`src/rtl/distribute_tree_mcast_sched_pkg.sv`:
```
// Shared definitions for the distribute-tree controllers: issue-state encoding
// and a lowest-set-bit priority encoder that other tree controllers reuse.
package distribute_tree_mcast_sched_pkg;

   // Widest destination mask lsb_index() accepts; callers zero-extend into it.
   localparam int unsigned MAX_DEST = 32;

   typedef enum logic {
      ST_IDLE  = 1'b0,
      ST_ISSUE = 1'b1
   } state_e;

   // Index of the lowest set bit; LSB wins. Returns 0 for an all-zero vector.
   function automatic logic [4:0] lsb_index(input logic [MAX_DEST-1:0] vec);
      logic [4:0] idx;
      idx = '0;
      for (int i = MAX_DEST - 1; i >= 0; i--) begin
         if (vec[i]) idx = 5'(i);
      end
      return idx;
   endfunction

endpackage

```
`src/rtl/distribute_tree_mcast_sched_if.sv`:
```
// Request and tree-root issue signals of the multicast sequencer, bundled with
// master (request source / tree side) and slave (sequencer) views.
interface distribute_tree_mcast_sched_if #(
   parameter int unsigned DATA_WIDTH = 32,
   parameter int unsigned NUM_DEST   = 8,
   parameter int unsigned FIFO_DEPTH = 4
);
   localparam int unsigned CMD_WIDTH = $clog2(NUM_DEST);
   localparam int unsigned CNT_WIDTH = $clog2(FIFO_DEPTH) + 1;

   logic                  i_valid;
   logic [DATA_WIDTH-1:0] i_data_bus;
   logic [NUM_DEST-1:0]   i_dest_mask;
   logic                  o_ready;
   logic                  o_valid;
   logic                  o_en;
   logic [DATA_WIDTH-1:0] o_data_bus;
   logic [CMD_WIDTH-1:0]  o_cmd;
   logic                  i_stall;
   logic                  o_drop;
   logic [CNT_WIDTH-1:0]  o_fifo_count;

   modport master (
      output i_valid, i_data_bus, i_dest_mask, i_stall,
      input  o_ready, o_valid, o_en, o_data_bus, o_cmd, o_drop, o_fifo_count
   );

   modport slave (
      input  i_valid, i_data_bus, i_dest_mask, i_stall,
      output o_ready, o_valid, o_en, o_data_bus, o_cmd, o_drop, o_fifo_count
   );
endinterface

```
`src/rtl/distribute_tree_mcast_sched_req_fifo.sv`:
```
// Synchronous request FIFO; head entry is read combinationally, pointers wrap
// modulo DEPTH (power of two).
module distribute_req_fifo #(
   parameter int unsigned WIDTH = 40,
   parameter int unsigned DEPTH = 4,
   localparam int unsigned PTR_W = $clog2(DEPTH),
   localparam int unsigned CNT_W = PTR_W + 1
) (
   input  logic             clk,
   input  logic             rst_n,
   input  logic             push_i,
   input  logic             pop_i,
   input  logic [WIDTH-1:0] wdata_i,
   output logic [WIDTH-1:0] rdata_o,
   output logic             full_o,
   output logic             empty_o,
   output logic [CNT_W-1:0] count_o
);
   logic [WIDTH-1:0] mem_q [DEPTH];
   logic [PTR_W-1:0] wr_ptr_q, rd_ptr_q;
   logic [CNT_W-1:0] count_q;
   logic             do_push, do_pop;

   // A full FIFO refuses the push even when a pop frees a slot on the same edge.
   assign do_push = push_i && !full_o;
   assign do_pop  = pop_i && !empty_o;

   // NOTE: sequential state is updated with non-blocking assignments only, so every
   // always_ff reads the pre-edge value of every register regardless of block order.
   always_ff @(posedge clk) begin
      if (!rst_n) begin
         wr_ptr_q <= '0;
         rd_ptr_q <= '0;
         count_q  <= '0;
      end else begin
         if (do_push) wr_ptr_q <= wr_ptr_q + PTR_W'(1);
         if (do_pop)  rd_ptr_q <= rd_ptr_q + PTR_W'(1);
         case ({do_push, do_pop})
            2'b10:   count_q <= count_q + CNT_W'(1);
            2'b01:   count_q <= count_q - CNT_W'(1);
            default: count_q <= count_q;
         endcase
      end
   end

   // NOTE: the storage array has no reset; the pointers and count alone decide
   // which entries are valid, so clearing the RAM would only cost reset fan-out.
   always_ff @(posedge clk) begin
      if (do_push) mem_q[wr_ptr_q] <= wdata_i;
   end

   assign rdata_o = mem_q[rd_ptr_q];
   assign full_o  = (count_q == CNT_W'(DEPTH));
   assign empty_o = (count_q == '0);
   assign count_o = count_q;
endmodule

```
`src/rtl/distribute_tree_mcast_sched.sv`:
```
// Multicast sequencer ahead of a distribute_1x2 switch tree: buffers {data, mask}
// requests and serialises each mask into one unicast issue per set bit, LSB first.
module distribute_tree_mcast_sched
   import distribute_tree_mcast_sched_pkg::*;
#(
   parameter int unsigned DATA_WIDTH = 32,
   parameter int unsigned NUM_DEST   = 8,
   parameter int unsigned FIFO_DEPTH = 4
) (
   input logic                      clk,
   input logic                      rst_n,
   distribute_tree_mcast_sched_if.slave bus
);
   localparam int unsigned CMD_WIDTH = $clog2(NUM_DEST);
   localparam int unsigned CNT_WIDTH = $clog2(FIFO_DEPTH) + 1;
   localparam int unsigned ENTRY_W   = DATA_WIDTH + NUM_DEST;
   localparam logic [NUM_DEST-1:0] ONE_MASK = NUM_DEST'(1);

   logic [ENTRY_W-1:0]    fifo_rdata;
   logic                  fifo_full, fifo_empty;
   logic [CNT_WIDTH-1:0]  fifo_count;
   logic [DATA_WIDTH-1:0] head_data;
   logic [NUM_DEST-1:0]   head_mask;
   logic                  ready, accept, push, pop, advance;

   state_e                state_q, state_d;
   logic [NUM_DEST-1:0]   rem_q, rem_d;
   logic [CMD_WIDTH-1:0]  cmd_q, cmd_d;
   logic [DATA_WIDTH-1:0] data_q, data_d;
   logic                  drop_q;

   // Ready depends on registered occupancy only, never on the same-cycle pop.
   assign ready  = rst_n && !fifo_full;
   assign accept = bus.i_valid && ready;
   assign push   = accept && (bus.i_dest_mask != '0);

   distribute_req_fifo #(
      .WIDTH (ENTRY_W),
      .DEPTH (FIFO_DEPTH)
   ) u_req_fifo (
      .clk     (clk),
      .rst_n   (rst_n),
      .push_i  (push),
      .pop_i   (pop),
      .wdata_i ({bus.i_data_bus, bus.i_dest_mask}),
      .rdata_o (fifo_rdata),
      .full_o  (fifo_full),
      .empty_o (fifo_empty),
      .count_o (fifo_count)
   );

   assign {head_data, head_mask} = fifo_rdata;
   assign advance = (state_q == ST_IDLE) || !bus.i_stall;

   // NOTE: every always_comb output gets a default before any branch; a path that
   // left one unassigned would infer a latch.
   always_comb begin
      state_d = state_q;
      rem_d   = rem_q;
      cmd_d   = cmd_q;
      data_d  = data_q;
      pop     = 1'b0;
      if (advance) begin
         if (rem_q != '0) begin
            state_d = ST_ISSUE;
            cmd_d   = CMD_WIDTH'(lsb_index(MAX_DEST'(rem_q)));
            rem_d   = rem_q & (rem_q - ONE_MASK);
         end else if (!fifo_empty) begin
            // Pop on the same edge that presents the request's first leaf: no bubble.
            pop     = 1'b1;
            state_d = ST_ISSUE;
            data_d  = head_data;
            cmd_d   = CMD_WIDTH'(lsb_index(MAX_DEST'(head_mask)));
            rem_d   = head_mask & (head_mask - ONE_MASK);
         end else begin
            state_d = ST_IDLE;
         end
      end
   end

   always_ff @(posedge clk) begin
      if (!rst_n) begin
         state_q <= ST_IDLE;
         rem_q   <= '0;
         cmd_q   <= '0;
         data_q  <= '0;
         drop_q  <= 1'b0;
      end else begin
         state_q <= state_d;
         rem_q   <= rem_d;
         cmd_q   <= cmd_d;
         data_q  <= data_d;
         drop_q  <= accept && (bus.i_dest_mask == '0);
      end
   end

   assign bus.o_ready      = ready;
   assign bus.o_valid      = (state_q == ST_ISSUE);
   assign bus.o_en         = (state_q == ST_ISSUE);
   assign bus.o_data_bus   = data_q;
   assign bus.o_cmd        = cmd_q;
   assign bus.o_drop       = drop_q;
   assign bus.o_fifo_count = fifo_count;
endmodule
```
`src/flat_wrapper.sv`:
```
// flat-port wrapper written by rule: the top's interface ports become plain ports
module distribute_tree_mcast_sched_flat import distribute_tree_mcast_sched_pkg::*;
#(
   parameter int unsigned DATA_WIDTH = 32,
   parameter int unsigned NUM_DEST   = 8,
   parameter int unsigned FIFO_DEPTH = 4
)
  (clk, rst_n, bus_i_valid, bus_i_data_bus, bus_i_dest_mask, bus_i_stall, bus_o_ready, bus_o_valid, bus_o_en, bus_o_data_bus, bus_o_cmd, bus_o_drop, bus_o_fifo_count);
  distribute_tree_mcast_sched_if #(.DATA_WIDTH(DATA_WIDTH), .NUM_DEST(NUM_DEST), .FIFO_DEPTH(FIFO_DEPTH)) bus_i ();
  input logic clk;
  input logic rst_n;
  input wire logic [$bits(bus_i.i_valid)-1:0] bus_i_valid;
  input wire logic [$bits(bus_i.i_data_bus)-1:0] bus_i_data_bus;
  input wire logic [$bits(bus_i.i_dest_mask)-1:0] bus_i_dest_mask;
  input wire logic [$bits(bus_i.i_stall)-1:0] bus_i_stall;
  output wire logic [$bits(bus_i.o_ready)-1:0] bus_o_ready;
  output wire logic [$bits(bus_i.o_valid)-1:0] bus_o_valid;
  output wire logic [$bits(bus_i.o_en)-1:0] bus_o_en;
  output wire logic [$bits(bus_i.o_data_bus)-1:0] bus_o_data_bus;
  output wire logic [$bits(bus_i.o_cmd)-1:0] bus_o_cmd;
  output wire logic [$bits(bus_i.o_drop)-1:0] bus_o_drop;
  output wire logic [$bits(bus_i.o_fifo_count)-1:0] bus_o_fifo_count;
  assign bus_i.i_valid = bus_i_valid;
  assign bus_i.i_data_bus = bus_i_data_bus;
  assign bus_i.i_dest_mask = bus_i_dest_mask;
  assign bus_i.i_stall = bus_i_stall;
  assign bus_o_ready = bus_i.o_ready;
  assign bus_o_valid = bus_i.o_valid;
  assign bus_o_en = bus_i.o_en;
  assign bus_o_data_bus = bus_i.o_data_bus;
  assign bus_o_cmd = bus_i.o_cmd;
  assign bus_o_drop = bus_i.o_drop;
  assign bus_o_fifo_count = bus_i.o_fifo_count;
  distribute_tree_mcast_sched #(.DATA_WIDTH(DATA_WIDTH), .NUM_DEST(NUM_DEST), .FIFO_DEPTH(FIFO_DEPTH)) u_core (.clk(clk), .rst_n(rst_n), .bus(bus_i));
endmodule
```
`config.mk`:
```
export PLATFORM = sky130hd
export DESIGN_NAME = distribute_tree_mcast_sched_flat
export DESIGN_NICKNAME = d
export VERILOG_FILES = /design/src/rtl/distribute_tree_mcast_sched_pkg.sv /design/src/rtl/distribute_tree_mcast_sched_if.sv /design/src/rtl/distribute_tree_mcast_sched_req_fifo.sv /design/src/rtl/distribute_tree_mcast_sched.sv /design/src/flat_wrapper.sv
export SDC_FILE = /design/constraint.sdc
export NUM_CORES = 1
export LEC_CHECK = 0
export ABC_AREA = 1
export CAP_MARGIN = 20
export CELL_PAD_IN_SITES_DETAIL_PLACEMENT = 1
export CELL_PAD_IN_SITES_GLOBAL_PLACEMENT = 1
export CORE_MARGIN = 5
export CORE_UTILIZATION = 51
export CTS_BUF_LIST = sky130_fd_sc_hd__clkbuf_8
export DETAILED_ROUTE_END_ITERATION = 16
export PLACE_DENSITY_LB_ADDON = 0.3
export SYNTH_ARGS = -nofsm -noshare
export SYNTH_HDL_FRONTEND = slang
export SYNTH_SLANG_ARGS = --single-unit
```
`constraint.sdc`:
```
create_clock -name clk -period 7.9 [get_ports clk]
set_clock_uncertainty 0.2 [all_clocks]
set_input_delay 1.975 -clock clk [delete_from_list [all_inputs] [get_ports clk]]
set_output_delay 1.975 -clock clk [all_outputs]
set_load 0.01 [all_outputs]
```
==> results.ini <==
[run_status]
outcome=completed

[sta]
final_hold_viol_count=0
relSlewSlack=0.311
timing.final.crit_share=0.756
worst_slack_ns=1.93
tightest_slew_ns=1.03
tns_ns=0
setup_viol=0
period_needed_ns=5.97
slew_violations=0
rsz0062_at_grt=false
clock.fmax_ghz=0.167

[clock_network]
clk_pin_slew_ns=0.06
numCtsBuffers=36
cts_resized=0
cts_hold_buf=0
postCtsSetupRepairBufs=0
cts_root_buf=clkbuf_8
cts.sinks=213
cts_tree=done
clock_tree.buffer_depth=3
clkLatencyLatePin_ns=0.52
htreeDepth=2

[layout]
n_antenna_cell=0
design_area_mm2=0.00997
syn_to_final_growth_pct=20.3
n_fill_cell=1638
nNetsFinal=849
drive_above_1_share=0.108
ff_latch_area_mm2=0.00587
multi_input_area_mm2=0.00209

[grt]
grt_pass1_wl_mm=32.0
grt.total_usage=0.221
grt_overflow_total=0
grt_pass1_vias=6333
grt_max_degree=83
antenna_found_initial=0

[placement]
dpl_worst_slack_ns=1.91
io_buffers=85
placed_cell_area_mm2=0.00924
place.gp.congestion=0.767
dp_hpwl_mm=11.9

[logic_synthesis]
netlist_area_mm2=0.00829
yosys_warnings=0
seq_area_frac_synth=0.707
synthesis.nets=758
syn-instance-count=708
synth_most_common_cell=edfxtp_1
synthTopCellsByArea=edfxtp_1 (58%), dfxtp_1 (13%), nor2_1 (6.4%)
async_flop_share=0
synth_edf_count=160
avgSynthCellArea_um2=11.7
netlist_top_cells_count=edfxtp_1 (160), nor2_1 (142), o21ai_0 (74), nand2_1 (69), dfxtp_1 (53)
synth_top_area_frac=0.579
ys_types=35
yosys.area.top_type=edfxtp_1
ys_ff_latch=213
ys.flop_type=edfxtp_1

[die]
ios=86
die_area_mm2=0.0189
die_w_um=138
rows=46
core_mm2=0.0159
fp.dieH_um=138
start_util=0.520

[routing]
wl_per_cell_um=19.7
top_layer_used=met4
wl_met2_mm=11.0
vias=5734
wl_met3_um=925
final_antenna_net_count=0
drc=0
wl_met1_mm=8.28
drt_wl_total_mm=20.6
dr.pass1.iters=5
drt_iter0_markers=255
viasPerCell=5.50

[worst_hold_path]
hp-class=flip-flop to flip-flop
worst_hold_startpoint=u_core.bus.o_cmd[2]$_SDFFE_PN0P_

[power]
ir_drop_uv=214
leakage_nw=3.54
powerDensity_mw_per_mm2=341

[worst_setup_path]
startpoint_type=primary input
cp.required_ns=5.73
cp-startpoint=rst_n
path_class=primary input to output port
end_kind=output port
cp_max_fo=42
arrival_ns=3.80

[job]
maxCapViolations=0

## final timing paths
kind,endpoint,slack (ns),depth (start not counted)
worst max-delay path,bus_o_ready,1.93,5
worst min-delay path,u_core.bus.o_cmd[2]$_SDFFE_PN0P_,0.27,2
worst min register to register,u_core.bus.o_cmd[2]$_SDFFE_PN0P_,0.27,2
worst max register to register,u_core.bus.o_cmd[0]$_SDFFE_PN0P_,4.94,11
## stage by stage
stage          hold WS (ns)   util  std cells  total power [mW]
2_1_floorplan         0.236      -        708              2.12
3_3_place_gp          0.239  0.579        977              2.35
3_5_place_dp          0.265  0.579        977              2.41
4_1_cts               0.273  0.625       1043              3.43
5_1_grt               0.291  0.625       1043              3.60
6_report              0.270  0.625       1043              3.40
## cell type report
type	instances	area share
flip-flops and latches	213	0.589
well taps	216	0.0271
multi-input cells	428	0.209
clock buffers	39	0.0538
clock inverters	27	0.0201
inverters	30	0.0125
repair buffers	90	0.0886
## power by group
group | total, mW | switching, mW | internal, mW
logic | 0.953 | 0.609 | 0.344
registers | 1.45 | 0.127 | 1.32
clock network | 1.00 | 0.444 | 0.558
## registers in the layout (all words and copies together) (netlist names), named ones only
register,count
u_core.rem_q,7
u_core.bus.o_drop,1
u_core.bus.o_en,1
u_core.u_req_fifo.wr_ptr_q,2
u_core.u_req_fifo.count_o,3
u_core.u_req_fifo.rd_ptr_q,2
u_core.bus.o_data_bus,32
u_core.u_req_fifo.mem_q,160
u_core.bus.o_cmd,3
## logic make-up (layout without fill, tap and decap cells)
family / Yosys count / in the layout / synth area share
AND/OR/NAND/NOR: 252 / 252 / 0.128
flip-flops: 213 / 213 / 0.707
AO/OA/AOI/OAI: 170 / 170 / 0.110
buffers and inverters: 67 / 186 / 0.0447
adder cells (fa/ha/maj): 6 / 6 / 0.00996
## placed cells by master (no fill, tap or decap)
| cell type | instances |
|---|---|
| fa_1 | 1 |
| edfxtp_1 | 160 |
| buf_4 | 5 |
| o21ai_0 | 74 |
| a21oi_1 | 21 |
| dfxtp_1 | 51 |
| buf_2 | 1 |
| nand3_1 | 21 |
| a21oi_2 | 1 |
| a31oi_4 | 1 |
| dfxtp_2 | 1 |
| nor2_4 | 5 |
| nor3_1 | 1 |
| nor3_2 | 2 |
| nand3_2 | 3 |
| inv_8 | 1 |
| nand2_1 | 69 |
| clkinvlp_4 | 2 |
| dfxtp_4 | 1 |
| ha_1 | 5 |
| nor4_1 | 2 |
| clkinv_1 | 5 |
| a31oi_1 | 33 |
| nand4_1 | 1 |
| clkdlybuf4s50_1 | 84 |
| inv_1 | 32 |
| o21ai_1 | 39 |
| clkbuf_8 | 39 |
| inv_2 | 1 |
| nand3b_4 | 1 |
| clkinv_2 | 12 |
| nor2_1 | 138 |
| nand2_2 | 8 |
| nor2_2 | 1 |
| bufinv_16 | 3 |
| o211ai_1 | 1 |
| inv_4 | 1 |
## routing by layer
metal | up-vias | global-route usage
li1 | 2681 | -
met1 | 2886 | 0.260
met2 | 131 | 0.408
met3 | 36 | 0.0438
met4 | 0 | 0.0665
met5 | - | 0
## worst max-delay path: stages
cell,delay (ns)
buf_2,0.08
buf_4,0.41
clkinv_1,0.44
a31oi_4,0.31
clkdlybuf4s50_1,0.58
(Power assumes the default switching activity.)
